### src/rtl/adc_sample_frontend.sv
// Frame counter plus MCP3002-style SPI reader; publishes one 10-bit sample
// and an EMA DC-offset estimate at every frame start.
`timescale 1ns/1ps
module adc_sample_frontend #(
  parameter int unsigned CLK_DIV = 8
) (
  input  logic       clk,
  input  logic       reset,
  input  logic       miso,
  input  logic       channel,
  input  logic       freeze_offset,
  output logic       sclk,
  output logic       cs_n,
  output logic       mosi,
  output logic [9:0] counter,
  output logic [9:0] sampleVoltage,
  output logic [9:0] offset,
  output logic       sample_valid
);

  localparam int unsigned DIV_W = 5;
  localparam logic [DIV_W-1:0] DIV_LAST = DIV_W'(CLK_DIV - 1);

  typedef enum logic [1:0] {IDLE, START, SHIFT, DONE} state_t;

  state_t           state, state_next;
  logic [DIV_W-1:0] div_cnt, div_next;
  logic [3:0]       bit_idx, bit_next;
  logic [15:0]      tx, tx_next;
  logic [9:0]       rx, rx_next;
  logic             sclk_next, cs_n_next, mosi_next;
  logic             div_last;

  logic [9:0]       pending;
  logic             ready;
  logic [15:0]      acc;
  logic             publish;

  assign div_last = (div_cnt == DIV_LAST);
  assign publish  = (counter == 10'd1023) && ready;
  assign offset   = acc[15:6];

  always_ff @(posedge clk or posedge reset) begin
    if (reset) begin
      state   <= IDLE;
      div_cnt <= '0;
      bit_idx <= '0;
      tx      <= '0;
      rx      <= '0;
      sclk    <= 1'b0;
      cs_n    <= 1'b1;
      mosi    <= 1'b0;
    end else begin
      state   <= state_next;
      div_cnt <= div_next;
      bit_idx <= bit_next;
      tx      <= tx_next;
      rx      <= rx_next;
      sclk    <= sclk_next;
      cs_n    <= cs_n_next;
      mosi    <= mosi_next;
    end
  end

  always_comb begin
    state_next = state;
    div_next   = div_cnt;
    bit_next   = bit_idx;
    tx_next    = tx;
    rx_next    = rx;
    sclk_next  = sclk;
    cs_n_next  = cs_n;
    mosi_next  = mosi;
    case (state)
      IDLE: begin
        if (counter == 10'd8) begin
          state_next = START;
          tx_next    = {1'b1, 1'b1, channel, 1'b1, 12'b0};
          cs_n_next  = 1'b0;
          sclk_next  = 1'b0;
          mosi_next  = 1'b1;
          bit_next   = 4'd15;
          div_next   = '0;
          rx_next    = '0;
        end
      end
      START: begin
        if (div_last) begin
          state_next = SHIFT;
          div_next   = '0;
          sclk_next  = 1'b1;
        end else begin
          div_next = div_cnt + 1'b1;
        end
      end
      SHIFT: begin
        if (!div_last) begin
          div_next = div_cnt + 1'b1;
        end else begin
          div_next = '0;
          if (sclk) begin
            sclk_next = 1'b0;
            tx_next   = {tx[14:0], 1'b0};
            mosi_next = tx[14];
            // Only bits 10..1 are ever used; the last 10 shifts before bit 0
            // leave exactly D9..D0 in this 10-bit register.
            if (bit_idx != 4'd0)
              rx_next = {rx[8:0], miso};
          end else if (bit_idx == 4'd0) begin
            state_next = DONE;
          end else begin
            sclk_next = 1'b1;
            bit_next  = bit_idx - 1'b1;
          end
        end
      end
      DONE: begin
        state_next = IDLE;
        cs_n_next  = 1'b1;
        sclk_next  = 1'b0;
        mosi_next  = 1'b0;
      end
      default: state_next = IDLE;
    endcase
  end

  always_ff @(posedge clk or posedge reset) begin
    if (reset) begin
      counter       <= '0;
      sampleVoltage <= 10'h200;
      acc           <= 16'h8000;
      pending       <= 10'h200;
      ready         <= 1'b0;
      sample_valid  <= 1'b0;
    end else begin
      counter      <= counter + 1'b1;
      sample_valid <= publish;
      if (publish) begin
        sampleVoltage <= pending;
        ready         <= 1'b0;
        // Intermediate sum may wrap 16 bits; the final value is always in range.
        if (!freeze_offset)
          acc <= acc + {6'b0, pending} - {6'b0, acc[15:6]};
      end else if (state == DONE) begin
        pending <= rx;
        ready   <= 1'b1;
      end
    end
  end

endmodule

### config.mk
export PLATFORM = sky130hd
export DESIGN_NAME = adc_sample_frontend
export DESIGN_NICKNAME = d
export VERILOG_FILES = /design/src/rtl/adc_sample_frontend.sv
export SDC_FILE = /design/constraint.sdc
export NUM_CORES = 1
export LEC_CHECK = 0
export CORE_MARGIN = 1
export CORE_UTILIZATION = 25
export CTS_BUF_LIST = sky130_fd_sc_hd__clkbuf_4
export DETAILED_ROUTE_END_ITERATION = 8
export GPL_ROUTABILITY_DRIVEN = 0
export SETUP_SLACK_MARGIN = 0.5
export SLEW_MARGIN = 20
export SYNTH_ARGS = -nofsm -noshare
export SYNTH_HDL_FRONTEND = slang
export SYNTH_SLANG_ARGS = --single-unit
### constraint.sdc
create_clock -name clk -period 3.76 [get_ports clk]
set_input_delay 0.94 -clock clk [delete_from_list [all_inputs] [get_ports clk]]
set_output_delay 0.94 -clock clk [all_outputs]
set_load 0.05 [all_outputs]
======== Word-level counts from Yosys, hierarchy flattened ========
Cells that the tools add are included.
cells by class
  bitwise logic cells ..................... 2
  reductions and logical operators ........ 20
  add/subtract/negate cells ............... 5
  multiplexer cells ....................... 36
  equality and inequality tests ........... 14
operators by type and width
  kind                                             number
  2-to-1 mux 15 bit                                3
  2-to-1 mux 10 bit                                4
  case mux 15 bit (2 select lines)                 1
  case mux 10 bit (2 select lines)                 1
  adder 16 x 10 -> 16 bit                          1
  2-to-1 mux 4 bit                                 4
  inequality test 2 bit (second input constant)    8
  subtractor 16 x 10 -> 16 bit                     1
  AND reduction 5 bit                              3
  adder 10 x 1 -> 10 bit (second input constant)   1
  == test 10 bit (second input constant)           1
  == test 10 x 4 -> 1 bit (second input constant)  1
  2-to-1 mux 1 bit                                 10
  2-to-1 mux 2 bit                                 5
  2-to-1 mux 5 bit                                 2
  case mux 5 bit (2 select lines)                  1
  case mux 2 bit (4 select lines)                  1
  case mux 4 bit (2 select lines)                  1
  AND reduction 2 bit                              4
  AND reduction 4 bit                              2
  nonzero test 2 bit                               4
  adder 5 x 1 -> 5 bit (second input constant)     1
  == test 5 x 3 -> 1 bit (second input constant)   1
  == test 2 bit (second input constant)            2
  13 further kinds                                 14
word-level totals
  bits in registers ....................... 87
  input port bits ......................... 5

======== Depth between registers and ports, before layout ========
Gate-level depths: netlist of run 1.
  depth in word-level cells ............... 5
  gate-level depth with buffers ........... 12
  mapped depth without buffers ............ 12

======== Worst setup path before layout of run 1 ========
Ideal clock, no wire load.
  path type ............................... register to register
  start point ............................. register pending[9]
  end point ............................... register acc[13]
  data arrival time ....................... 2.517 ns
  buffers on the path ..................... 0
  cell stages (with the launch flop) ...... 11
  clock period less this slack ............ 2.599 ns
  setup slack ............................. 1.161 ns
  cells stage by stage .................... dfstp_2 > inv_1 > fa_1 > inv_1 > ha_1 > a21oi_1 > a21oi_1 > a311oi_1 > o21bai_1 > xnor2_1 > o21ai_0
between the ends
  longest elaborated chain between the ends .. 2
RTL lines
  what                          RTL line  source
  start: declaration            34        logic [9:0] pending;
  start signal: assignment      145       pending <= rx;
  adder 16 x 10 -> 16 bit       143       acc <= acc + {6'b0, pending} - {6'b0, acc[15:6]};
  subtractor 16 x 10 -> 16 bit  143
  end signal: assignment        143
  end: declaration              36        logic [15:0] acc;
No other way between the ends.
A chain may end at the register's enable or synchronous reset.

======== Final worst setup path of run 1 ========
Ends and elaborated chain as after synthesis.

==> impl_metrics.xml, run 1 <==
<?xml version="1.0" encoding="UTF-8"?>
<metrics>
  <group name="critical_path">
    <metric name="required" unit="ns">4.07</metric>
    <metric name="arrival" unit="ns">3.20</metric>
    <metric name="critPathMaxFanout" unit="">7</metric>
    <metric name="crit_buf_inv" unit="">2</metric>
    <metric name="critPathLaunchType" unit="">flop</metric>
    <metric name="cpMaxStageDelayCell" unit="">sky130_fd_sc_hd__dfstp_2</metric>
    <metric name="critical_path.endpoint_type" unit="">flop</metric>
    <metric name="crit_chain" unit="">inv_1 &gt; fa_1 &gt; inv_1 &gt; ha_1 &gt; a21oi_1 &gt; a21oi_1 &gt; a311oi_1 &gt; o21bai_1 &gt; xnor2_1 &gt; o21ai_0</metric>
    <metric name="cell_family_with_most_cp_delay" unit="">compound AO/OA/AOI/OAI gates</metric>
    <metric name="timing.critical_path.slowest_cell_delay" unit="ns">0.56</metric>
    <metric name="worstSetupPathType" unit="">reg2reg</metric>
  </group>
  <group name="pwr">
    <metric name="total_switching_power" unit="mW">0.313</metric>
    <metric name="ir_drop" unit="uV">106</metric>
    <metric name="power.static_leakage" unit="nW">2.29</metric>
    <metric name="power_internal" unit="mW">1.01</metric>
    <metric name="clkPwrFrac" unit="%">36.7</metric>
    <metric name="share_seq_of_total_power" unit="%">61.2</metric>
    <metric name="post-layout-total-power" unit="mW">1.32</metric>
    <metric name="p_sw_share" unit="%">23.6</metric>
    <metric name="comb_power_share" unit="%">2.1</metric>
    <metric name="total_power_per_unit_cell_area" unit="nW/um2">264</metric>
  </group>
  <group name="clocking">
    <metric name="cts-htree-levels" unit="">3</metric>
    <metric name="post_cts_resize_count" unit="">0</metric>
    <metric name="worst_skew_pair.late_latency" unit="ns">0.44</metric>
    <metric name="clock_tree_from_tritoncts" unit="">done</metric>
    <metric name="clk_path_buf_depth" unit="">2</metric>
    <metric name="path_clk_slew" unit="ns">0.13</metric>
    <metric name="clock-root-buffer" unit="">sky130_fd_sc_hd__clkbuf_4</metric>
    <metric name="post_cts.repair.setup_buffers" unit="">0</metric>
    <metric name="cts_hold_repair.buffers" unit="">0</metric>
    <metric name="clock_sinks" unit="">75</metric>
    <metric name="cts_made_buffers" unit="">9</metric>
  </group>
  <group name="finish">
    <metric name="fill_cells" unit="">1723</metric>
    <metric name="multi_input_comb_area" unit="um2">2110</metric>
    <metric name="final_net_count" unit="">497</metric>
    <metric name="area.growth.synth_to_final" unit="%">15.3</metric>
    <metric name="antennaDiodeCount" unit="">0</metric>
    <metric name="regArea" unit="um2">1880</metric>
    <metric name="layout-drive-gt1-share" unit="%">9.74</metric>
  </group>
  <group name="route">
    <metric name="antenna_left" unit="">0</metric>
    <metric name="drc" unit="">0</metric>
    <metric name="drt-initial-drc-count" unit="">125</metric>
    <metric name="drt_pre_antenna_iters" unit="">4</metric>
    <metric name="post_drt_wl_per_cell" unit="um">13.3</metric>
    <metric name="vias" unit="">3106</metric>
    <metric name="totalWireLength" unit="um">9040</metric>
    <metric name="via_per_inst" unit="">4.55</metric>
  </group>
  <group name="grt">
    <metric name="grt_max_degree" unit="">76</metric>
    <metric name="gr-total-overflow" unit="">0</metric>
    <metric name="antenna_found_initial" unit="">0</metric>
    <metric name="grt.total_usage" unit="%">10.7</metric>
    <metric name="grt_pass1_vias" unit="">3072</metric>
    <metric name="grt_pass1_wl" unit="um">15100</metric>
  </group>
  <group name="synth">
    <metric name="netlist_top_cells_area" unit="">sky130_fd_sc_hd__dfrtp_1, sky130_fd_sc_hd__ha_1, sky130_fd_sc_hd__inv_1, sky130_fd_sc_hd__fa_1, sky130_fd_sc_hd__mux2_2</metric>
    <metric name="postSynth.topFlopCell" unit="">sky130_fd_sc_hd__dfrtp_1</metric>
    <metric name="synth.top_cell.area_share" unit="%">40.9</metric>
    <metric name="main_combinational_cell_family_by_area_after_synthesis" unit="">compound AO/OA/AOI/OAI gates</metric>
    <metric name="synthesis.instances" unit="">426</metric>
    <metric name="synth-edff-count" unit="">0</metric>
    <metric name="yosysSeqAreaShare" unit="%">43.3</metric>
    <metric name="synth_xor_area_share" unit="%">3.63</metric>
    <metric name="synth.avg_cell_area" unit="um2">10.2</metric>
    <metric name="synth-warning-count" unit="">0</metric>
    <metric name="post_synth_instance_area" unit="um2">4350</metric>
    <metric name="largest_area_contributor_in_the_synthesized_netlist" unit="">sky130_fd_sc_hd__dfrtp_1</metric>
    <metric name="post_synth_num_cell_types" unit="">59</metric>
    <metric name="compound_gate_fraction_of_synth_area" unit="%">14.5</metric>
    <metric name="synth_mux_area_share" unit="%">6.91</metric>
    <metric name="synth_simple_gate_area_share" unit="%">11.8</metric>
    <metric name="synth.net_count" unit="">466</metric>
    <metric name="postSynthRegisterBits" unit="">75</metric>
    <metric name="yosys.area_share.adder" unit="%">11.8</metric>
    <metric name="postSynth.asyncResetShare" unit="%">100</metric>
  </group>
  <group name="die">
    <metric name="initial_utilization" unit="%">25.9</metric>
    <metric name="placeable_core_region" unit="um2">16800</metric>
    <metric name="ios" unit="">39</metric>
    <metric name="die_area" unit="um2">17900</metric>
    <metric name="floorplan.rows" unit="">47</metric>
    <metric name="die_height" unit="um">134</metric>
    <metric name="dieWidth" unit="um">134</metric>
  </group>
  <group name="hold_path">
    <metric name="hold_path_class" unit="">reg2reg</metric>
  </group>
  <group name="timing">
    <metric name="rsz0062_at_grt" unit="">false</metric>
    <metric name="tightest_slew" unit="ns">0.607</metric>
    <metric name="final.setup.worst_slack" unit="ns">0.869</metric>
    <metric name="final_report_hold_violation_count" unit="">0</metric>
    <metric name="finalCriticalPeriod" unit="ns">2.89</metric>
    <metric name="period_share" unit="%">76.9</metric>
    <metric name="fin_setup_tns" unit="ns">0</metric>
    <metric name="fmax" unit="GHz">0.346</metric>
    <metric name="timing_max_transition_violations_final" unit="">0</metric>
    <metric name="setup-violations-final" unit="">0</metric>
    <metric name="timing.max_slew.rel_slack" unit="%">59.5</metric>
    <metric name="clock-skew-final" unit="ns">0.0144</metric>
  </group>
  <group name="run">
    <metric name="max_cap_viol_count" unit="">0</metric>
  </group>
  <group name="place">
    <metric name="io_buffer_count" unit="">38</metric>
    <metric name="minimum_setup_slack_after_placement" unit="ns">0.905</metric>
    <metric name="post-dp-hpwl" unit="um">6720</metric>
  </group>
  <group name="outcome">
    <metric name="run_status" unit="">completed</metric>
  </group>
</metrics>
==> final cells by class <==
type | instances | area share [%]
multi-input cells | 275 | 42.2
repair buffers | 39 | 7.99
clock buffers | 9 | 1.35
clock inverters | 7 | 1.17
flip-flops and latches | 75 | 37.5
inverters | 57 | 4.27
well taps | 220 | 5.49
==> power groups by stage <==
| stage | sequential (mW) | combinational [mW] | clock, mW |
|---|---|---|---|
| after floorplan | 0.826 | 0.0133 | 0 |
| after global placement | 0.825 | 0.0286 | 0 |
| after detailed placement | 0.825 | 0.0290 | 0 |
| after CTS | 0.810 | 0.0289 | 0.509 |
| after global routing | 0.810 | 0.0309 | 0.531 |
| final | 0.810 | 0.0272 | 0.486 |
==> path summary, 6_finish.rpt <==
kind	slack (ns)	start	end	cells past startpoint
setup / recovery	0.87	pending[9]	acc[13]	10
hold / removal	0.50	acc[5]	acc[5]	2
setup reg to reg	0.87	pending[9]	acc[13]	10
hold reg to reg	0.50	acc[5]	acc[5]	2
max in group asynchronous	2.53	reset	pending[9]	3
min in group asynchronous	0.88	reset	counter[6]	3
==> Yosys cell counts (3+ instances only) <==
| master | count |
|---|---|
| sky130_fd_sc_hd__a21o_1 | 4 |
| sky130_fd_sc_hd__a21oi_1 | 24 |
| sky130_fd_sc_hd__a22o_1 | 11 |
| sky130_fd_sc_hd__a31oi_1 | 3 |
| sky130_fd_sc_hd__and3_1 | 4 |
| sky130_fd_sc_hd__buf_4 | 11 |
| sky130_fd_sc_hd__buf_6 | 3 |
| sky130_fd_sc_hd__clkbuf_1 | 3 |
| sky130_fd_sc_hd__dfrtp_1 | 71 |
| sky130_fd_sc_hd__dfstp_2 | 4 |
| sky130_fd_sc_hd__fa_1 | 10 |
| sky130_fd_sc_hd__ha_1 | 25 |
| sky130_fd_sc_hd__inv_1 | 57 |
| sky130_fd_sc_hd__mux2_1 | 10 |
| sky130_fd_sc_hd__mux2_2 | 14 |
| sky130_fd_sc_hd__mux2i_1 | 3 |
| sky130_fd_sc_hd__nand2_1 | 29 |
| sky130_fd_sc_hd__nand2b_1 | 5 |
| sky130_fd_sc_hd__nand3_1 | 17 |
| sky130_fd_sc_hd__nor2_1 | 19 |
| sky130_fd_sc_hd__nor3_1 | 8 |
| sky130_fd_sc_hd__nor3b_1 | 3 |
| sky130_fd_sc_hd__o21a_1 | 3 |
| sky130_fd_sc_hd__o21ai_0 | 22 |
| sky130_fd_sc_hd__o31ai_1 | 4 |
| sky130_fd_sc_hd__xnor2_1 | 8 |
| sky130_fd_sc_hd__xor2_1 | 10 |
==> metrics by stage <==
| stage | hold slack [ns] | area [um2] | instances | utilization, % |
|---|---|---|---|---|
| 2_1_floorplan | 0.443 | 4350 | 426 | - |
| 3_3_place_gp | 0.460 | 4890 | 666 | 29.2 |
| 3_5_place_dp | 0.480 | 4890 | 666 | 29.2 |
| 4_1_cts | 0.508 | 5010 | 682 | 29.9 |
| 5_1_grt | 0.528 | 5010 | 682 | 29.9 |
| 6_report | 0.499 | 5010 | 682 | 29.9 |
==> state kept, by name, indices dropped and copies added, names as in the netlist, 3 cells and up <==
register / flops
pending: 10
sampleVoltage: 10
bit_idx: 4
div_cnt: 5
acc: 16
counter: 10
tx: 3
rx: 10
==> worst min-delay path, delay by kind of cell (launching register included) <==
| family | cells | cell delay [ns] |
|---|---|---|
| flops | 1 | 0.37 |
| compound gates | 1 | 0.06 |
| simple gates | 1 | 0.05 |
==> metal layers <==
layer | part of all wire, % | wire length [um] | vias to the layer above | GRT usage (%)
met1 | 44 | 3950 | 1522 | 12.5
li1 | - | - | 1523 | -
met4 | 1.7 | 153 | 0 | 3.91
met3 | 3.6 | 327 | 13 | 3.21
met5 | 0 | 0 | - | 0
met2 | 51 | 4610 | 48 | 18.5
==> layout by cell type, fill, tap and decap left out, types with 10 or more instances in the layout <==
cell type | synthesis | routed
sky130_fd_sc_hd__dfrtp_1 | 71 | 71
sky130_fd_sc_hd__inv_1 | 57 | 56
sky130_fd_sc_hd__clkdlybuf4s50_1 | 0 | 38
sky130_fd_sc_hd__nand2_1 | 29 | 29
sky130_fd_sc_hd__ha_1 | 25 | 25
sky130_fd_sc_hd__a21oi_1 | 24 | 24
sky130_fd_sc_hd__o21ai_0 | 22 | 22
sky130_fd_sc_hd__nor2_1 | 19 | 19
sky130_fd_sc_hd__nand3_1 | 17 | 17
sky130_fd_sc_hd__mux2_2 | 14 | 14
sky130_fd_sc_hd__a22o_1 | 11 | 11
sky130_fd_sc_hd__mux2_1 | 10 | 10
sky130_fd_sc_hd__xor2_1 | 10 | 10
sky130_fd_sc_hd__fa_1 | 10 | 10
==> logic make-up (layout without fill, tap and decap cells) <==
group | count (synthesis) | after routing
AOI/OAI and AO/OA | 94 | 94
adders and majority gates | 35 | 35
DFF | 75 | 75
and+or+nand+nor | 101 | 101
buffers and inverters | 76 | 112
xor gates and xnor gates | 18 | 18
muxes | 27 | 27
No activity file was read; power rests on OpenSTA's default activity.
==> run 2: changes to the inputs <==
clock period = 2.9 ns   (was 3.76 ns; I/O delays follow)
==> impl_metrics.xml, run 2 (synthesis results as in run 1) <==
<?xml version="1.0" encoding="UTF-8"?>
<metrics>
  <group name="outcome">
    <metric name="run_status" unit="">completed</metric>
  </group>
  <group name="route">
    <metric name="antenna_left" unit="">0</metric>
    <metric name="drt-initial-drc-count" unit="">120</metric>
    <metric name="drt_pre_antenna_iters" unit="">4</metric>
    <metric name="route.met2.wl" unit="um">5070</metric>
    <metric name="post_drt_wl_per_cell" unit="um">13.8</metric>
    <metric name="top_signal_layer_used" unit="">met4</metric>
    <metric name="wl_met1" unit="um">4210</metric>
    <metric name="via_per_inst" unit="">4.58</metric>
    <metric name="vias" unit="">3251</metric>
    <metric name="totalWireLength" unit="um">9770</metric>
    <metric name="drc" unit="">0</metric>
    <metric name="routed-wl-met3" unit="um">364</metric>
  </group>
  <group name="pwr">
    <metric name="ir_drop" unit="uV">142</metric>
    <metric name="share_seq_of_total_power" unit="%">58.5</metric>
    <metric name="power.static_leakage" unit="nW">2.62</metric>
    <metric name="clkPwrFrac" unit="%">39.5</metric>
    <metric name="total_switching_power" unit="mW">0.396</metric>
    <metric name="power_internal" unit="mW">1.40</metric>
    <metric name="total_power_per_unit_cell_area" unit="nW/um2">328</metric>
    <metric name="p_sw_share" unit="%">22.1</metric>
    <metric name="comb_power_share" unit="%">2.0</metric>
  </group>
  <group name="critical_path">
    <metric name="crit_chain" unit="">inv_1 &gt; fa_2 &gt; fa_2 &gt; nor2b_1 &gt; o21a_1 &gt; o21ai_4 &gt; a311o_1 &gt; and3_1 &gt; o31ai_2</metric>
    <metric name="r2r-end" unit="">acc[10]</metric>
    <metric name="worst-r2r-setup-slack" unit="ns">0.34</metric>
    <metric name="critPathLaunchType" unit="">flop</metric>
    <metric name="cell_family_with_most_cp_delay" unit="">adder cells</metric>
    <metric name="crit_cells" unit="">9</metric>
    <metric name="critPathMaxFanout" unit="">5</metric>
    <metric name="worstSetupPathType" unit="">reg2reg</metric>
    <metric name="cpMaxStageDelayCell" unit="">sky130_fd_sc_hd__fa_2</metric>
    <metric name="timing.critical_path.slowest_cell_delay" unit="ns">0.47</metric>
    <metric name="crit_buf_inv" unit="">1</metric>
    <metric name="r2r-start" unit="">pending[1]</metric>
    <metric name="arrival" unit="ns">2.91</metric>
    <metric name="worst-r2r-cell-count" unit="">9</metric>
    <metric name="critical-path-top-cell-by-count" unit="">sky130_fd_sc_hd__fa_2</metric>
    <metric name="critical_path.endpoint_type" unit="">flop</metric>
    <metric name="required" unit="ns">3.24</metric>
  </group>
  <group name="die">
    <metric name="placeable_core_region" unit="um2">16800</metric>
    <metric name="initial_utilization" unit="%">25.9</metric>
    <metric name="die_height" unit="um">134</metric>
    <metric name="floorplan.rows" unit="">47</metric>
    <metric name="ios" unit="">39</metric>
    <metric name="dieWidth" unit="um">134</metric>
    <metric name="die_area" unit="um2">17900</metric>
  </group>
  <group name="finish">
    <metric name="area.growth.synth_to_final" unit="%">26.0</metric>
    <metric name="final_cell_mix" unit="">sky130_fd_sc_hd__dfrtp_1, sky130_fd_sc_hd__inv_1, sky130_fd_sc_hd__nand2_1</metric>
    <metric name="commonest_non_fill_non_tap_cell_in_the_layout" unit="">sky130_fd_sc_hd__dfrtp_1</metric>
    <metric name="largest_register_ff_count" unit="">16</metric>
    <metric name="final_net_count" unit="">526</metric>
    <metric name="layout-drive-gt1-share" unit="%">23.3</metric>
    <metric name="registers.top_by_ff_count" unit="">acc</metric>
    <metric name="antennaDiodeCount" unit="">0</metric>
  </group>
  <group name="place">
    <metric name="io_buffer_count" unit="">38</metric>
    <metric name="minimum_setup_slack_after_placement" unit="ns">0.238</metric>
    <metric name="post-dp-hpwl" unit="um">6860</metric>
  </group>
  <group name="clocking">
    <metric name="clock-root-buffer" unit="">sky130_fd_sc_hd__clkbuf_4</metric>
    <metric name="cts-htree-levels" unit="">3</metric>
    <metric name="clk_path_buf_depth" unit="">2</metric>
    <metric name="cts_made_buffers" unit="">9</metric>
    <metric name="clock_tree_from_tritoncts" unit="">done</metric>
    <metric name="cts_hold_repair.buffers" unit="">0</metric>
    <metric name="worst_skew_pair.late_latency" unit="ns">0.42</metric>
    <metric name="clock_sinks" unit="">75</metric>
    <metric name="path_clk_slew" unit="ns">0.13</metric>
  </group>
  <group name="grt">
    <metric name="grt.total_usage" unit="%">11.7</metric>
    <metric name="grt_pass1_vias" unit="">3362</metric>
    <metric name="antenna_found_initial" unit="">0</metric>
    <metric name="gr-total-overflow" unit="">0</metric>
    <metric name="grt_max_degree" unit="">76</metric>
    <metric name="grt_pass1_wl" unit="um">16700</metric>
  </group>
  <group name="run">
    <metric name="max_cap_viol_count" unit="">0</metric>
  </group>
  <group name="timing">
    <metric name="timing_max_transition_violations_final" unit="">0</metric>
    <metric name="final_report_hold_violation_count" unit="">0</metric>
    <metric name="finalCriticalPeriod" unit="ns">2.56</metric>
    <metric name="setup-violations-final" unit="">0</metric>
    <metric name="fmax" unit="GHz">0.390</metric>
    <metric name="timing.max_slew.rel_slack" unit="%">62.8</metric>
    <metric name="rsz0062_at_grt" unit="">true</metric>
    <metric name="fin_setup_tns" unit="ns">0</metric>
    <metric name="period_share" unit="%">88.4</metric>
    <metric name="clock-skew-final" unit="ns">0.0211</metric>
    <metric name="final.setup.worst_slack" unit="ns">0.336</metric>
    <metric name="tightest_slew" unit="ns">0.558</metric>
  </group>
  <group name="hold_path">
    <metric name="timing.hold.worst_path_depth" unit="">2</metric>
    <metric name="holdCritStartpoint" unit="">acc[1]</metric>
    <metric name="holdPathEnd" unit="">acc[1]</metric>
    <metric name="hold_path_class" unit="">reg2reg</metric>
  </group>
</metrics>
[run 2: cell types whose count changed in the layout (fill, tap and decap cells not counted), moves of 4 or more]
cell | previous run | this run
sky130_fd_sc_hd__dfrtp_1 | 71 | 67
sky130_fd_sc_hd__dlygate4sd2_1 | 0 | 24
sky130_fd_sc_hd__dfrtp_2 | 0 | 4
sky130_fd_sc_hd__clkdlybuf4s50_1 | 38 | 10
sky130_fd_sc_hd__buf_4 | 0 | 28
sky130_fd_sc_hd__a21oi_1 | 24 | 19
sky130_fd_sc_hd__dlymetal6s2s_1 | 0 | 4
sky130_fd_sc_hd__inv_2 | 1 | 10
sky130_fd_sc_hd__ha_1 | 25 | 16
sky130_fd_sc_hd__ha_4 | 0 | 9
sky130_fd_sc_hd__inv_1 | 56 | 46
sky130_fd_sc_hd__o21ai_0 | 22 | 18
[run 2: routing by layer]
layer / track usage (%) / vias up
met5: 0 / -
met4: 3.66 / 0
met3: 3.10 / 10
met2: 20.5 / 52
met1: 14.0 / 1613
li1: - / 1576
[run 2: stage by stage]
stage | total power, mW | hold slack [ns] | area, um2 | util (%) | instances
2_1_floorplan | 1.09 | 0.443 | 4420 | - | 426
3_3_place_gp | 1.11 | 0.463 | 5000 | 29.8 | 671
3_5_place_dp | 1.11 | 0.471 | 5000 | 29.8 | 671
4_1_cts | 1.83 | 0.500 | 5380 | 32.1 | 702
5_1_grt | 1.87 | 0.528 | 5480 | 32.7 | 710
6_report | 1.79 | 0.495 | 5480 | 32.7 | 710
[run 2: worst register-to-register path: stages, from the launching register on]
cell and delay, ns:
sky130_fd_sc_hd__dfrtp_1 0.39, sky130_fd_sc_hd__inv_1 0.08, sky130_fd_sc_hd__fa_2 0.47, sky130_fd_sc_hd__fa_2 0.41, sky130_fd_sc_hd__nor2b_1 0.12, sky130_fd_sc_hd__o21a_1 0.21
sky130_fd_sc_hd__o21ai_4 0.11, sky130_fd_sc_hd__a311o_1 0.38, sky130_fd_sc_hd__and3_1 0.17, sky130_fd_sc_hd__o31ai_2 0.16
[run 2: power by group through the flow]
stage / Sequential, mW / Clock [mW] / Combinational, mW
final: 1.05 / 0.709 / 0.0360
after global routing: 1.05 / 0.777 / 0.0419
after CTS: 1.05 / 0.738 / 0.0386
after detailed placement: 1.07 / 0 / 0.0383
after global placement: 1.07 / 0 / 0.0383
after floorplan: 1.07 / 0 / 0.0176
[run 2: final cells by class]
cell class              instances  area [um2]
fillers                      1680       11300
flip-flops and latches         75        1890
well taps                     220         275
multi-input cells             275        2350
clock inverters                 6        81.3
repair buffers                 68         602
clock buffers                   9        67.6
inverters                      57         218
[run 2: worst max path at each step]
stage | start | to | slack, ns
6_report | pending[1] | acc[10] | 0.34
5_1_grt | acc[4] | acc[15] | 0.24
4_1_cts | acc[6] | acc[10] | 0.33
3_5_place_dp | acc[9] | acc[13] | 0.24
3_3_place_gp | acc[9] | acc[13] | 0.29
2_1_floorplan | acc[10] | acc[13] | 0.51
[run 2: timing repair]
action	in CTS	in global routing
pin swaps	25	17
setup buffers	16	8
gates resized for setup	54	17
endpoints found under the setup margin	34	24
